$ cat src/rtl/micro_ctrl_pkg.sv
`default_nettype none
// ============================================================================
// Module      : micro_ctrl_pkg
// Description : Encodings, control-word layout and microcode table for the
//               micro-step control decoder.
// Revision    : 1.0 - initial release
// ============================================================================
package micro_ctrl_pkg;

    localparam logic [7:0] c_we_ar = 8'h01;
    localparam logic [7:0] c_we_pc = 8'h02;
    localparam logic [7:0] c_we_dr = 8'h04;
    localparam logic [7:0] c_we_ir = 8'h08;
    localparam logic [7:0] c_we_ra = 8'h10;
    localparam logic [7:0] c_we_rb = 8'h20;
    localparam logic [7:0] c_we_rc = 8'h40;
    localparam logic [7:0] c_we_ac = 8'h80;

    localparam logic [2:0] c_bus_none = 3'd0;
    localparam logic [2:0] c_bus_pc   = 3'd1;
    localparam logic [2:0] c_bus_dr   = 3'd2;
    localparam logic [2:0] c_bus_ac   = 3'd3;
    localparam logic [2:0] c_bus_ra   = 3'd4;
    localparam logic [2:0] c_bus_rb   = 3'd5;
    localparam logic [2:0] c_bus_rc   = 3'd6;
    localparam logic [2:0] c_bus_ir   = 3'd7;

    localparam logic [2:0] c_alu_pass = 3'd0;
    localparam logic [2:0] c_alu_add  = 3'd1;
    localparam logic [2:0] c_alu_sub  = 3'd2;
    localparam logic [2:0] c_alu_mul  = 3'd3;
    localparam logic [2:0] c_alu_inc  = 3'd4;
    localparam logic [2:0] c_alu_clr  = 3'd5;

    typedef struct packed {
        logic [7:0] reg_we;
        logic [2:0] bus_sel;
        logic [2:0] alu_op;
        logic       pc_inc;
        logic       is_rd;
        logic       is_wr;
    } ctrl_word_t;

    localparam ctrl_word_t c_nop = '0;

    typedef ctrl_word_t [63:0] ctrl_rom_t;

    function automatic ctrl_word_t cw(input logic [7:0] we, input logic [2:0] bus,
                                      input logic [2:0] alu, input logic pc,
                                      input logic rd, input logic wr);
        ctrl_word_t w;
        w.reg_we  = we;
        w.bus_sel = bus;
        w.alu_op  = alu;
        w.pc_inc  = pc;
        w.is_rd   = rd;
        w.is_wr   = wr;
        return w;
    endfunction

    // Any code not written below stays a NOP.
    function automatic ctrl_rom_t build_rom();
        ctrl_rom_t rom;
        rom     = '0;
        rom[1]  = cw(c_we_ar, c_bus_pc,   c_alu_pass, 1'b0, 1'b0, 1'b0);
        rom[2]  = cw(c_we_dr, c_bus_none, c_alu_pass, 1'b1, 1'b1, 1'b0);
        rom[3]  = cw(c_we_ir, c_bus_dr,   c_alu_pass, 1'b0, 1'b0, 1'b0);
        rom[4]  = cw(c_we_pc, c_bus_ir,   c_alu_pass, 1'b0, 1'b0, 1'b0);
        rom[5]  = cw(c_we_ra, c_bus_dr,   c_alu_pass, 1'b0, 1'b0, 1'b0);
        rom[6]  = cw(c_we_rb, c_bus_dr,   c_alu_pass, 1'b0, 1'b0, 1'b0);
        rom[7]  = cw(c_we_rc, c_bus_dr,   c_alu_pass, 1'b0, 1'b0, 1'b0);
        rom[8]  = cw(c_we_ar, c_bus_ra,   c_alu_pass, 1'b0, 1'b0, 1'b0);
        rom[9]  = cw(8'h00,   c_bus_ac,   c_alu_pass, 1'b0, 1'b0, 1'b1);
        rom[16] = cw(c_we_ac, c_bus_ac,   c_alu_inc,  1'b0, 1'b0, 1'b0);
        rom[39] = cw(c_we_ac, c_bus_ra,   c_alu_add,  1'b0, 1'b0, 1'b0);
        rom[40] = cw(c_we_ac, c_bus_rb,   c_alu_sub,  1'b0, 1'b0, 1'b0);
        rom[41] = cw(c_we_ac, c_bus_rc,   c_alu_mul,  1'b0, 1'b0, 1'b0);
        rom[55] = cw(c_we_ac, c_bus_none, c_alu_clr,  1'b0, 1'b0, 1'b0);
        rom[56] = c_nop;
        return rom;
    endfunction

    localparam ctrl_rom_t CTRL_ROM = build_rom();

endpackage
`default_nettype wire

$ cat src/rtl/micro_ctrl_rom.sv
`default_nettype none
// ============================================================================
// Module      : micro_ctrl_rom
// Description : Combinational micro-step lookup with illegal-code detection.
// Revision    : 1.0 - initial release
// ============================================================================
module micro_ctrl_rom
    import micro_ctrl_pkg::*;
#(
    parameter int NUM_STEPS = 56
) (
    input  logic [5:0] mIR,
    output ctrl_word_t word,
    output logic       illegal
);

    logic w_illegal;

    assign w_illegal = (mIR == 6'd0) || (32'(mIR) > NUM_STEPS);
    assign illegal   = w_illegal;
    assign word      = w_illegal ? c_nop : CTRL_ROM[mIR];

endmodule
`default_nettype wire

$ cat src/rtl/micro_ctrl_decoder.sv
`default_nettype none
// ============================================================================
// Module      : micro_ctrl_decoder
// Description : Registers the datapath control word per micro-step, holding
//               memory steps until mem_ready or timeout.
// Revision    : 1.0 - initial release
// ============================================================================
module micro_ctrl_decoder
    import micro_ctrl_pkg::*;
#(
    parameter int MEM_TIMEOUT = 16,
    parameter int NUM_STEPS   = 56
) (
    input  logic       clk,
    input  logic       rst_n,
    input  logic [5:0] mIR,
    input  logic       mir_valid,
    input  logic       mem_ready,
    output logic [7:0] reg_we,
    output logic [2:0] bus_sel,
    output logic [2:0] alu_op,
    output logic       pc_inc,
    output logic       mem_rd,
    output logic       mem_wr,
    output logic       stall,
    output logic       illegal,
    output logic       mem_err
);

    localparam logic [7:0] c_timeout = 8'(MEM_TIMEOUT);

    typedef enum logic [1:0] {
        S_IDLE     = 2'd0,
        S_ISSUE    = 2'd1,
        S_MEM_WAIT = 2'd2
    } state_t;

    state_t     r_state;
    logic [7:0] r_cnt;
    logic [7:0] r_pend_we;
    logic       r_pend_pc;
    ctrl_word_t w_word;
    logic       w_illegal;

    micro_ctrl_rom #(
        .NUM_STEPS (NUM_STEPS)
    ) u_rom (
        .mIR     (mIR),
        .word    (w_word),
        .illegal (w_illegal)
    );

    always_ff @(posedge clk or negedge rst_n) begin
        if (!rst_n) begin
            r_state   <= S_IDLE;
            r_cnt     <= 8'd0;
            r_pend_we <= 8'd0;
            r_pend_pc <= 1'b0;
            reg_we    <= 8'd0;
            bus_sel   <= 3'd0;
            alu_op    <= 3'd0;
            pc_inc    <= 1'b0;
            mem_rd    <= 1'b0;
            mem_wr    <= 1'b0;
            stall     <= 1'b0;
            illegal   <= 1'b0;
            mem_err   <= 1'b0;
        end else begin
            case (r_state)
                S_MEM_WAIT: begin
                    illegal <= 1'b0;
                    if (mem_ready) begin
                        // Commit the withheld write; bus/alu stay up for this cycle.
                        reg_we  <= r_pend_we;
                        pc_inc  <= r_pend_pc;
                        mem_rd  <= 1'b0;
                        mem_wr  <= 1'b0;
                        stall   <= 1'b0;
                        r_cnt   <= 8'd0;
                        r_state <= S_ISSUE;
                    end else if (r_cnt >= c_timeout) begin
                        reg_we  <= 8'd0;
                        bus_sel <= 3'd0;
                        alu_op  <= 3'd0;
                        pc_inc  <= 1'b0;
                        mem_rd  <= 1'b0;
                        mem_wr  <= 1'b0;
                        stall   <= 1'b0;
                        mem_err <= 1'b1;
                        r_cnt   <= 8'd0;
                        r_state <= S_IDLE;
                    end else begin
                        r_cnt <= r_cnt + 8'd1;
                    end
                end
                default: begin
                    if (mir_valid) begin
                        illegal <= w_illegal;
                        bus_sel <= w_word.bus_sel;
                        alu_op  <= w_word.alu_op;
                        if (w_word.is_rd || w_word.is_wr) begin
                            reg_we    <= 8'd0;
                            pc_inc    <= 1'b0;
                            mem_rd    <= w_word.is_rd;
                            mem_wr    <= w_word.is_wr & ~w_word.is_rd;
                            stall     <= 1'b1;
                            r_pend_we <= w_word.reg_we;
                            r_pend_pc <= w_word.pc_inc;
                            r_cnt     <= 8'd1;
                            r_state   <= S_MEM_WAIT;
                        end else begin
                            reg_we  <= w_word.reg_we;
                            pc_inc  <= w_word.pc_inc;
                            mem_rd  <= 1'b0;
                            mem_wr  <= 1'b0;
                            stall   <= 1'b0;
                            r_state <= S_ISSUE;
                        end
                    end else begin
                        reg_we  <= 8'd0;
                        bus_sel <= 3'd0;
                        alu_op  <= 3'd0;
                        pc_inc  <= 1'b0;
                        mem_rd  <= 1'b0;
                        mem_wr  <= 1'b0;
                        stall   <= 1'b0;
                        illegal <= 1'b0;
                        r_state <= S_IDLE;
                    end
                end
            endcase
        end
    end

endmodule
`default_nettype wire

$ cat config.mk
export PLATFORM = sky130hd
export DESIGN_NAME = micro_ctrl_decoder
export DESIGN_NICKNAME = d
export VERILOG_FILES = /design/src/rtl/micro_ctrl_pkg.sv /design/src/rtl/micro_ctrl_rom.sv /design/src/rtl/micro_ctrl_decoder.sv
export SDC_FILE = /design/constraint.sdc
export NUM_CORES = 1
export LEC_CHECK = 0
export ABC_AREA = 1
export ABC_CLOCK_PERIOD_IN_PS = 1400
export BUFFER_PORTS_ARGS = -buffer_cell sky130_fd_sc_hd__buf_2
export CAP_MARGIN = 20
export CORE_MARGIN = 8
export CORE_UTILIZATION = 50
export DETAILED_ROUTE_END_ITERATION = 16
export PLACE_DENSITY_LB_ADDON = 0.2
export REMOVE_ABC_BUFFERS = 1
export SLEW_MARGIN = 25
export SYNTH_ARGS = -nofsm -noshare
export SYNTH_HDL_FRONTEND = slang
export SYNTH_SLANG_ARGS = --single-unit
$ cat constraint.sdc
create_clock -name clk -period 1.4 [get_ports clk]
set_input_delay 0.21 -clock clk [delete_from_list [all_inputs] [get_ports clk]]
set_output_delay 0.21 -clock clk [all_outputs]
set_load 0.05 [all_outputs]
==> impl_metrics.csv, run 1 <==
group,metric,value,unit
clock_tree,clock-sinks,36,
global_routing,grt_usage,14.87,%
place,placed_area,2037,µm²
detailed_routing,first_iter_violations,94,
critical_path,rr_startpoint,"r_cnt[5]$_DFFE_PN0P_",
sta,tightest_slew,300.6,ps
critical_path,rr_endpoint,"r_cnt[0]$_DFFE_PN0P_",
yosys,synth_area,1795,µm²
sta,post-route-min-period,1289,ps
yosys,syn_area_per_cell,7.875,µm²
detailed_routing,totalWireLength,4028,µm
yosys,synthTopCellsByArea,"dfrtp_1, nand2_1, nand3_1",
cells_and_area,diodes,0,
yosys,synth-seq-area-share,50.17,%
sta,fin_skew,16.68,ps
cells_and_area,nets,279,
cells_and_area,postLayoutCoreUtil,62.38,%
critical_path,reg2reg_setup_slack,110,ps
floorplanning,core_region_area,3390,µm²
critical_path,reg2reg_depth,6,
yosys,yosysTopAreaCell,"dfrtp_1",
critical_path,worstPathRequired,1670,ps
global_routing,overflow,0,
sta,worst_hold_slack,67.34,ps
sta,finalHoldViolCount,0,
clock_tree,cts_buffers,5,
power,power,2118,µW
place,io_buffers,29,
global_routing,grt_pass1_wl,7182,µm
floorplanning,dieArea,5765,µm²
detailed_routing,drc,0,
hold_path,worstHoldPathType,"primary input to register",
detailed_routing,firstDrtPassIters,4,
cells_and_area,fin_area,2115,µm²
floorplanning,start_util,52.97,%
clock_tree,clkLatencyLatePin,360,ps
detailed_routing,drtAntennaViolNets,0,
critical_path,cp-start-kind,"register",
yosys,synth_cells,228,
yosys,ys_types,27,
critical_path,crit_arrival,1560,ps
global_routing,grt_pass1_vias,1568,
critical_path,worstSetupEndpointType,"register",
floorplanning,die_w,75.93,µm
floorplanning,fp.dieH,75.93,µm
power,leakage,0.001211,µW
hold_path,whs_path_depth,2,
hold_path,hp-start,"mem_ready",
clock_tree,path_clk_slew,120,ps
run,drv_cap,0,
critical_path,crit_type,"register to register",
yosys,ys_warn_count,0,
clock_tree,root_buffer,"clkbuf_4",
place,dpl.hpwl,3090,µm
clock_tree,post_cts_buffers,0,
critical_path,crit_fanout,11,
run_status,status,"complete, no violations",
yosys,synth-seq-cells,36,
power,vdd_drop_max,0.7168,mV
clock_tree,clockBufferDepth,2,
cells_and_area,drive_gt1_share,23.13,%
floorplanning,io_pins,30,
global_routing,antenna_found_initial,0,
detailed_routing,via_count,1581,
clock_tree,htreeDepth,2,
sta,rsz0062_at_grt,"false",
clock_tree,cts_tree,"yes",
place,place.gp.congestion,0.9708,
sta,slew_viol_final,0,
sta,slew_headroom,79.89,%
global_routing,grt_max_degree,37,
detailed_routing,wl_per_cell,12.83,µm
floorplanning,std_cell_rows,21,
sta,final-setup-viol-count,0,
detailed_routing,vias_per_cell,5.035,
sta,timing.final.crit_share,92.10,%
yosys,synth_top_area_share,50.17,%
power,p_per_area,1001,nW/µm²
hold_path,hold_path_end,"stall$_DFFE_PN0P_",
cells_and_area,area_growth,17.77,%
sta,max_freq,775.6,MHz
-- routing by layer --
metal | wire length, µm | track usage, % | up-vias
li1 | - | - | 803
met2 | 1874 | 23.05 | 42
met1 | 1817 | 18.34 | 728
met4 | 83 | 7.451 | 0
met3 | 253 | 4.245 | 8
met5 | 0 | 0 | -
-- critical path: stages, from the launching register on --
cell and delay, ps:
dfrtp_1 400, nor2_1 100, nand2_1 140, nor3_2 190, buf_4 210, nand2_1 60, o211ai_1 90
-- synth_stat cells --
cell / instances
o21bai_1: 1
o21ai_1: 5
dfrtp_1: 36
xor2_1: 1
a21oi_1: 3
nand2_2: 3
a22o_1: 1
o21ai_0: 2
nand3_2: 2
nand4_1: 6
nor3_1: 4
o31ai_1: 1
nor3_2: 1
inv_2: 6
nand2_1: 64
buf_4: 2
o211ai_1: 5
nand3_1: 23
buf_1: 1
nor2_2: 1
inv_1: 26
buf_2: 3
nor2_1: 26
nand4_2: 1
nor2_4: 1
inv_4: 1
ha_1: 2
-- area by class of cell --
cell class	instances	area, µm²
clock buffers	6	51.30
clock inverters	2	13.76
fillers	309	1275
inverters	33	126.4
multi-input cells	153	737.0
flip-flops and latches	36	900.9
well taps	46	57.56
repair buffers	38	227.7
-- state kept, by name (all words and copies together), names as in the netlist --
register   flops
stall          1
alu_op         3
reg_we         8
illegal        1
mem_wr         1
mem_rd         1
mem_err        1
r_cnt          8
r_pend_we      8
r_state        1
bus_sel        3
-- how the worst max path moves through the flow --
stage / startpoint / end / slack, ps / cells past startpoint
final: r_cnt[5]$_DFFE_PN0P_ / r_cnt[0]$_DFFE_PN0P_ / 110 / 6
after global routing: r_cnt[5]$_DFFE_PN0P_ / r_cnt[0]$_DFFE_PN0P_ / 30 / 6
after CTS: stall$_DFFE_PN0P_ / bus_sel[1]$_DFFE_PN0P_ / 70 / 7
after detailed placement: mIR[4] / r_pend_we[0]$_DFFE_PN0P_ / 100 / 7
after global placement: mIR[4] / r_pend_we[5]$_DFFE_PN0P_ / 110 / 7
after floorplan: stall$_DFFE_PN0P_ / reg_we[3]$_DFFE_PN0P_ / -260 / 4
-- stage by stage --
| stage | setup slack, ps | std cells | TNS [ps] |
|---|---|---|---|
| 2_1_floorplan | -261.3 | 222 | -4344 |
| 3_3_place_gp | 106.9 | 305 | 0 |
| 3_5_place_dp | 103.1 | 305 | 0 |
| 4_1_cts | 72.25 | 314 | 0 |
| 5_1_grt | 26.03 | 314 | 0 |
| 6_report | 110.7 | 314 | 0 |
-- cells by family after synthesis --
kind of cell	count (synthesis)	share of synthesized area [%]
and+or+nand+nor	132	32.82
buffers and inverters	39	8.919
DFF	36	50.17
AOI/OAI and AO/OA	18	6.202
adders and majority gates	2	1.394
xor gates and xnor gates	1	0.4879
-- cell usage in the layout, fill, tap and decap left out, types with 4 or more instances in the layout --
cell type  synthesis  routed
nand2_1           64      64
inv_1             26      26
inv_2              6       6
nor3_1             4       4
clkbuf_4           0       5
nand3_1           23      23
nand4_1            6       6
buf_2              3      29
nor2_1            26      25
o211ai_1           5       5
buf_4              2       7
o21ai_1            5       5
dfrtp_1           36      36
-- report_power, final --
part	internal [µW]	total [µW]	switching [µW]	leakage (µW)
clock network	248	615	367	0.0000386
logic	104	331	227	0.000695
registers	1130	1170	44.4	0.000477
-- repair_timing --
action | CTS | global route
hold buffers | 1 | 0
endpoints found under the setup margin | 0 | 3
resized for setup | 0 | 1
hold endpoints to repair | 36 | 0
No activity file was read; power rests on OpenSTA's default activity.
==> run 2, diff against run 1 <==
==> constraint.sdc (replaced) <==
create_clock -name clk -period 1.4 [get_ports clk]
set_input_delay 0.28 -clock clk [delete_from_list [all_inputs] [get_ports clk]]
set_output_delay 0.28 -clock clk [all_outputs]
set_load 0.05 [all_outputs]
==> run 2 against run 1 <==
Against the previous run: register-to-register slack gained 30 ps; sequential share of layout area shrank 0.72 points; global-route usage grew 0.23 points; design area grew 1.7%; wire length grew 1.5%; flip-flop and latch count is the same; worst hold slack gained 100 ps; non-clock buffer count grew 3; critical path type is now register to output pin; largest cell class unchanged.
==> impl_metrics.csv, run 2 (synthesized netlist as in run 1, its figures left out) <==
group,metric,value,unit
clock_tree,cts_buffers,5,
floorplanning,std_cell_rows,21,
clock_tree,clkLatencyLatePin,340,ps
hold_path,hold_path_end,"stall$_DFFE_PN0P_",
clock_tree,htreeDepth,2,
clock_tree,clock-sinks,36,
global_routing,grt_pass1_vias,1529,
cells_and_area,area_growth,19.79,%
sta,slew_headroom,75.41,%
cells_and_area,diodes,0,
power,leakage,0.001225,µW
sta,fin_ws,136.4,ps
power,p_per_area,1034,nW/µm²
power,vdd_drop_max,0.6817,mV
floorplanning,dieArea,5765,µm²
hold_path,whs_path_depth,2,
clock_tree,root_buffer,"clkbuf_4",
critical_path,rr_startpoint,"r_cnt[5]$_DFFE_PN0P_",
sta,rsz0062_at_grt,"false",
global_routing,grt_max_degree,22,
critical_path,reg2reg_depth,6,
critical_path,crit_type,"register to output pin",
critical_path,worstPathRequired,1120,ps
sta,fin_skew,9.360,ps
cells_and_area,drive_gt1_share,24.35,%
floorplanning,io_pins,30,
sta,tightest_slew,368.8,ps
hold_path,hp-start,"mem_ready",
cells_and_area,largestRegisters,"r_cnt (8), r_pend_we (8), reg_we (8)",
run,drv_cap,0,
global_routing,overflow,0,
sta,slew_viol_final,0,
clock_tree,post_cts_buffers,0,
critical_path,rr_endpoint,"reg_we[1]$_DFFE_PN0P_",
place,place_ws,64.26,ps
critical_path,reg2reg_setup_slack,140,ps
critical_path,crit_arrival,980,ps
cells_and_area,final_cell_mix,"nand2_1, dfrtp_1, buf_2",
critical_path,crit_path_max_incr_delay,380,ps
detailed_routing,wl_per_cell,12.90,µm
detailed_routing,drc,0,
global_routing,antenna_found_initial,0,
critical_path,cp_slowest_cell,"dfrtp_1",
run_status,status,"complete, no violations",
critical_path,cp-start-kind,"register",
detailed_routing,totalWireLength,4090,µm
global_routing,grt_pass1_wl,7245,µm
floorplanning,die_w,75.93,µm
critical_path,crit_family,"flip-flops",
sta,timing.final.crit_share,90.26,%
sta,finalHoldViolCount,0,
floorplanning,fp.dieH,75.93,µm
sta,final-setup-viol-count,0,
detailed_routing,drtAntennaViolNets,0,
place,place.gp.congestion,0.8931,
critical_path,crit_fanout,2,
detailed_routing,vias_per_cell,4.912,
cells_and_area,postLayoutCoreUtil,63.46,%
clock_tree,path_clk_slew,100,ps
sta,post-route-min-period,1264,ps
hold_path,worstHoldPathType,"primary input to register",
critical_path,cp.depth,1,
clock_tree,clockBufferDepth,2,
floorplanning,start_util,52.97,%
critical_path,path_cells,"buf_2",
place,io_buffers,29,
detailed_routing,first_iter_violations,107,
critical_path,worstSetupEndpointType,"output pin",
cells_and_area,layout_commonest_cell,"nand2_1",
floorplanning,core_region_area,3390,µm²
cells_and_area,nets,282,
global_routing,grt_usage,15.09,%
critical_path,path_buf_inv,1,
clock_tree,cts_tree,"yes",
place,dpl.hpwl,3194,µm
cells_and_area,fillers,313,
detailed_routing,via_count,1557,
detailed_routing,firstDrtPassIters,4,
sta,max_freq,791.4,MHz
-- run 2: changes by cell type in the layout (fill, tap and decap cells not counted) --
cell | before | now
clkbuf_1 | 0 | 1
bufinv_16 | 0 | 1
clkbuf_8 | 1 | 0
inv_6 | 1 | 0
inv_1 | 26 | 25
nand2_2 | 3 | 4
buf_4 | 7 | 10
inv_2 | 6 | 7
nand2_1 | 64 | 63
-- run 2: repair_timing --
item | in CTS | in global routing
setup endpoints to repair | 0 | 6
hold buffers | 1 | 0
endpoints found under the hold margin | 15 | 0
resized for setup | 0 | 3
-- run 2: layout make-up --
cell class	instances	area, µm²	share of cell area [%]
clock buffer	6	41.29	1.920
tap	46	57.56	2.676
sequential	36	900.9	41.88
timing repair buffer	41	250.2	11.63
inverter	33	126.4	5.876
clock inverter	2	35.03	1.629
multi-input combinational	153	739.5	34.38
-- run 2: worst max-delay path by stage --
stage	slack, ps	endpoint	start
final	140	reg_we[6]	reg_we[6]$_DFFE_PN0P_
after global routing	40	reg_we[6]$_DFFE_PN0P_	r_cnt[6]$_DFFE_PN0P_
after global placement	80	r_pend_we[5]$_DFFE_PN0P_	mIR[1]
after CTS	100	bus_sel[1]$_DFFE_PN0P_	stall$_DFFE_PN0P_
after detailed placement	60	r_pend_we[3]$_DFFE_PN0P_	mIR[1]
after floorplan	-260	reg_we[3]$_DFFE_PN0P_	stall$_DFFE_PN0P_
-- run 2: per-stage QoR --
step	std cells	TNS (ps)	hold slack [ps]	cell area [µm²]	total power, µW
3_5_place_dp	308	0	218.3	2059	1526
4_1_cts	317	0	156.3	2146	2251
6_report	317	0	170.0	2151	2224
3_3_place_gp	308	0	208.9	2059	1518
5_1_grt	317	0	157.7	2151	2341
2_1_floorplan	222	-4344	-15.59	1762	1393
-- run 2: where the power goes --
part	internal [µW]	leakage, µW	switching, µW
Clock	374	0.0000422	345
Sequential	1130	0.000477	43.2
Combinational	108	0.000706	227
Total	1610	0.00123	615
-- run 2: layer usage --
| metal | share of wire (%) | routed length (µm) | global-route usage [%] | up-vias |
|---|---|---|---|---|
| met1 | 46 | 1887 | 19.14 | 715 |
| met3 | 4.8 | 198 | 5.307 | 2 |
| met5 | 0 | 0 | 0 | - |
| met2 | 48 | 1980 | 23.31 | 36 |
| met4 | 0.59 | 24 | 4.706 | 0 |
| li1 | - | - | - | 804 |
==> run 3, diff against run 2 <==
--- a/config.mk
+++ b/config.mk
@@ -7,11 +7,11 @@
 export LEC_CHECK = 0
 export ABC_AREA = 1
 export ABC_CLOCK_PERIOD_IN_PS = 1400
-export BUFFER_PORTS_ARGS = -buffer_cell sky130_fd_sc_hd__buf_2
 export CAP_MARGIN = 20
 export CORE_MARGIN = 8
 export CORE_UTILIZATION = 50
 export DETAILED_ROUTE_END_ITERATION = 16
+export DONT_BUFFER_PORTS = 1
 export PLACE_DENSITY_LB_ADDON = 0.2
 export REMOVE_ABC_BUFFERS = 1
 export SLEW_MARGIN = 25
==> run 3 against run 2 <==
Against the previous run: clock skew fell by 3.5 ps; cell count fell by 10%; clock-buffer cell count rose by 1; register-to-register slack improved by 20 ps; largest cell class unchanged; sequential share of layout area rose by 4.1 points; critical path depth fell by 1; highest routed layer unchanged; combinational power fell by 31%; global-route usage fell by 0.74 points; flip-flop and latch count did not move; non-clock buffer count fell by 33; critical path type unchanged.
==> impl_metrics.csv, run 3 (synthesized netlist as in run 1, its figures left out) <==
group,metric,value,unit
run_status,status,"complete, no violations",
clock_tree,htreeDepth,2,
detailed_routing,first_iter_violations,121,
sta,fin_skew,5.838,ps
critical_path,crit_arrival,1040,ps
critical_path,worstPathRequired,1120,ps
sta,finalHoldViolCount,0,
place,io_buffers,0,
global_routing,grt_usage,14.35,%
global_routing,overflow,0,
power,power_switching,593.2,µW
clock_tree,cts_tree,"yes",
global_routing,grt_use_met3,6.368,%
detailed_routing,via_count,1428,
floorplanning,start_util,52.97,%
detailed_routing,totalWireLength,4031,µm
sta,max_freq,756.7,MHz
floorplanning,core_region_area,3390,µm²
global_routing,grt_max_degree,37,
cells_and_area,drive_gt1_share,13.45,%
cells_and_area,fin_area,1959,µm²
critical_path,crit_fanout,2,
sta,finalSetupTns,0,ps
clock_tree,clock-sinks,36,
floorplanning,dieArea,5765,µm²
clock_tree,clockBufferDepth,2,
clock_tree,clkLatencyLatePin,340,ps
place,dpl.hpwl,3013,µm
floorplanning,fp.dieH,75.93,µm
global_routing,use_met2,22.11,%
power,p_per_area,1046,nW/µm²
critical_path,worstSetupEndpointType,"output pin",
sta,final-setup-viol-count,0,
detailed_routing,vias_per_cell,5.028,
global_routing,grt_pass1_wl,6803,µm
detailed_routing,firstDrtPassIters,4,
critical_path,cp-start-kind,"register",
cells_and_area,nets,249,
detailed_routing,wl_per_cell,14.19,µm
sta,slew_headroom,64.68,%
cells_and_area,area_growth,9.129,%
clock_tree,post_cts_buffers,0,
power,vdd_drop_max,0.7866,mV
power,power,2049,µW
clock_tree,root_buffer,"clkbuf_4",
clock_tree,cts_buffers,5,
detailed_routing,drc,0,
global_routing,use_met1,17.23,%
cells_and_area,final_cell_mix,"nand2_1, dfrtp_1, inv_1, nor2_1, nand3_1",
cells_and_area,layout_commonest_cell,"nand2_1",
global_routing,antenna_found_initial,0,
power,seqPwrFrac,59.2,%
power,power.internal,1456,µW
sta,tightest_slew,529.7,ps
detailed_routing,drtAntennaViolNets,0,
global_routing,grt_pass1_vias,1409,
run,drv_cap,0,
clock_tree,path_clk_slew,110,ps
global_routing,grt-busiest-layer,"met2",
power,clockPowerShare,29.4,%
place,dp.cells,274,
sta,post-route-min-period,1321,ps
floorplanning,std_cell_rows,21,
power,leakage,0.001053,µW
cells_and_area,diodes,0,
sta,slew_viol_final,0,
cells_and_area,largestRegisters,"r_cnt (8), r_pend_we (8), reg_we (8)",
place,placed_area,1864,µm²
power,p_comb_share,11.3,%
power,switching_share,28.94,%
cells_and_area,final_cells,284,
critical_path,crit_type,"register to output pin",
cells_and_area,postLayoutCoreUtil,57.81,%
place,place.gp.congestion,0.9291,
cells_and_area,fillers,342,
sta,timing.final.crit_share,94.39,%
floorplanning,io_pins,30,
sta,rsz0062_at_grt,"false",
floorplanning,die_w,75.93,µm
hold_path,worstHoldPathType,"primary input to register",
[run 3: cell types whose count changed in the layout (fill, tap and decap cells not counted)]
cell,delta
buf_2,-29
buf_4,-4
bufinv_16,-1
clkbuf_8,+1
clkinv_2,-1
clkinvlp_4,+1
nand2_1,+1
nand2_2,-1
[run 3: power groups by stage]
stage	sequential [µW]	combinational (µW)	clock, µW
floorplan	1230	166	0
detailed placement	1240	204	0
global placement	1230	202	0
finish	1210	232	603
CTS	1220	235	623
global route	1220	277	662
[run 3: routing by layer]
layer / wire [µm] / up-vias
met1: 1798 / 658
li1: - / 736
met4: 68 / 0
met5: 0 / -
met2: 1879 / 25
met3: 285 / 9
[run 3: layout make-up]
type | count | area, µm² | share of cell area (%)
well taps | 46 | 57.56 | 2.937
flip-flops and latches | 36 | 900.9 | 45.98
multi-input cells | 153 | 737.0 | 37.61
clock buffers | 7 | 55.05 | 2.810
inverters | 33 | 126.4 | 6.450
clock inverters | 1 | 7.507 | 0.3831
repair buffers | 8 | 75.07 | 3.831
[run 3: final timing paths]
path / start / endpoint / slack [ps] / cells past startpoint
worst max-delay path: reg_we[1]$_DFFE_PN0P_ / reg_we[1] / 80 / 0
worst min-delay path: mem_ready / stall$_DFFE_PN0P_ / 20 / 1
worst max register to register: r_cnt[5]$_DFFE_PN0P_ / reg_we[3]$_DFFE_PN0P_ / 160 / 6
worst min register to register: r_pend_we[2]$_DFFE_PN0P_ / r_pend_we[2]$_DFFE_PN0P_ / 490 / 2
max in group asynchronous: rst_n / r_cnt[2]$_DFFE_PN0P_ / 850 / 2
min in group asynchronous: rst_n / mem_rd$_DFFE_PN0P_ / 370 / 2
[run 3: per-stage QoR]
| stage | hold WS, ps | setup slack [ps] |
|---|---|---|
| floorplan | -15.59 | -261.3 |
| global placement | -14.38 | 159.1 |
| detailed placement | -14.39 | 140.9 |
| CTS | 10.56 | 72.38 |
| global route | 11.21 | 0.4222 |
| finish | 15.09 | 78.50 |
[run 3: repair_timing]
item                       CTS  global route
setup endpoints to repair    0             3
hold buffers                 2             0
hold endpoints to repair    36             0
resized for setup            0             2
[run 3: worst register-to-register path: stages, from the launching register on]
cell and delay [ps]:
dfrtp_1 400, nor2_1 100, nand2_1 130, nor3_2 120, buf_4 220, nand2_1 80, o211ai_1 110
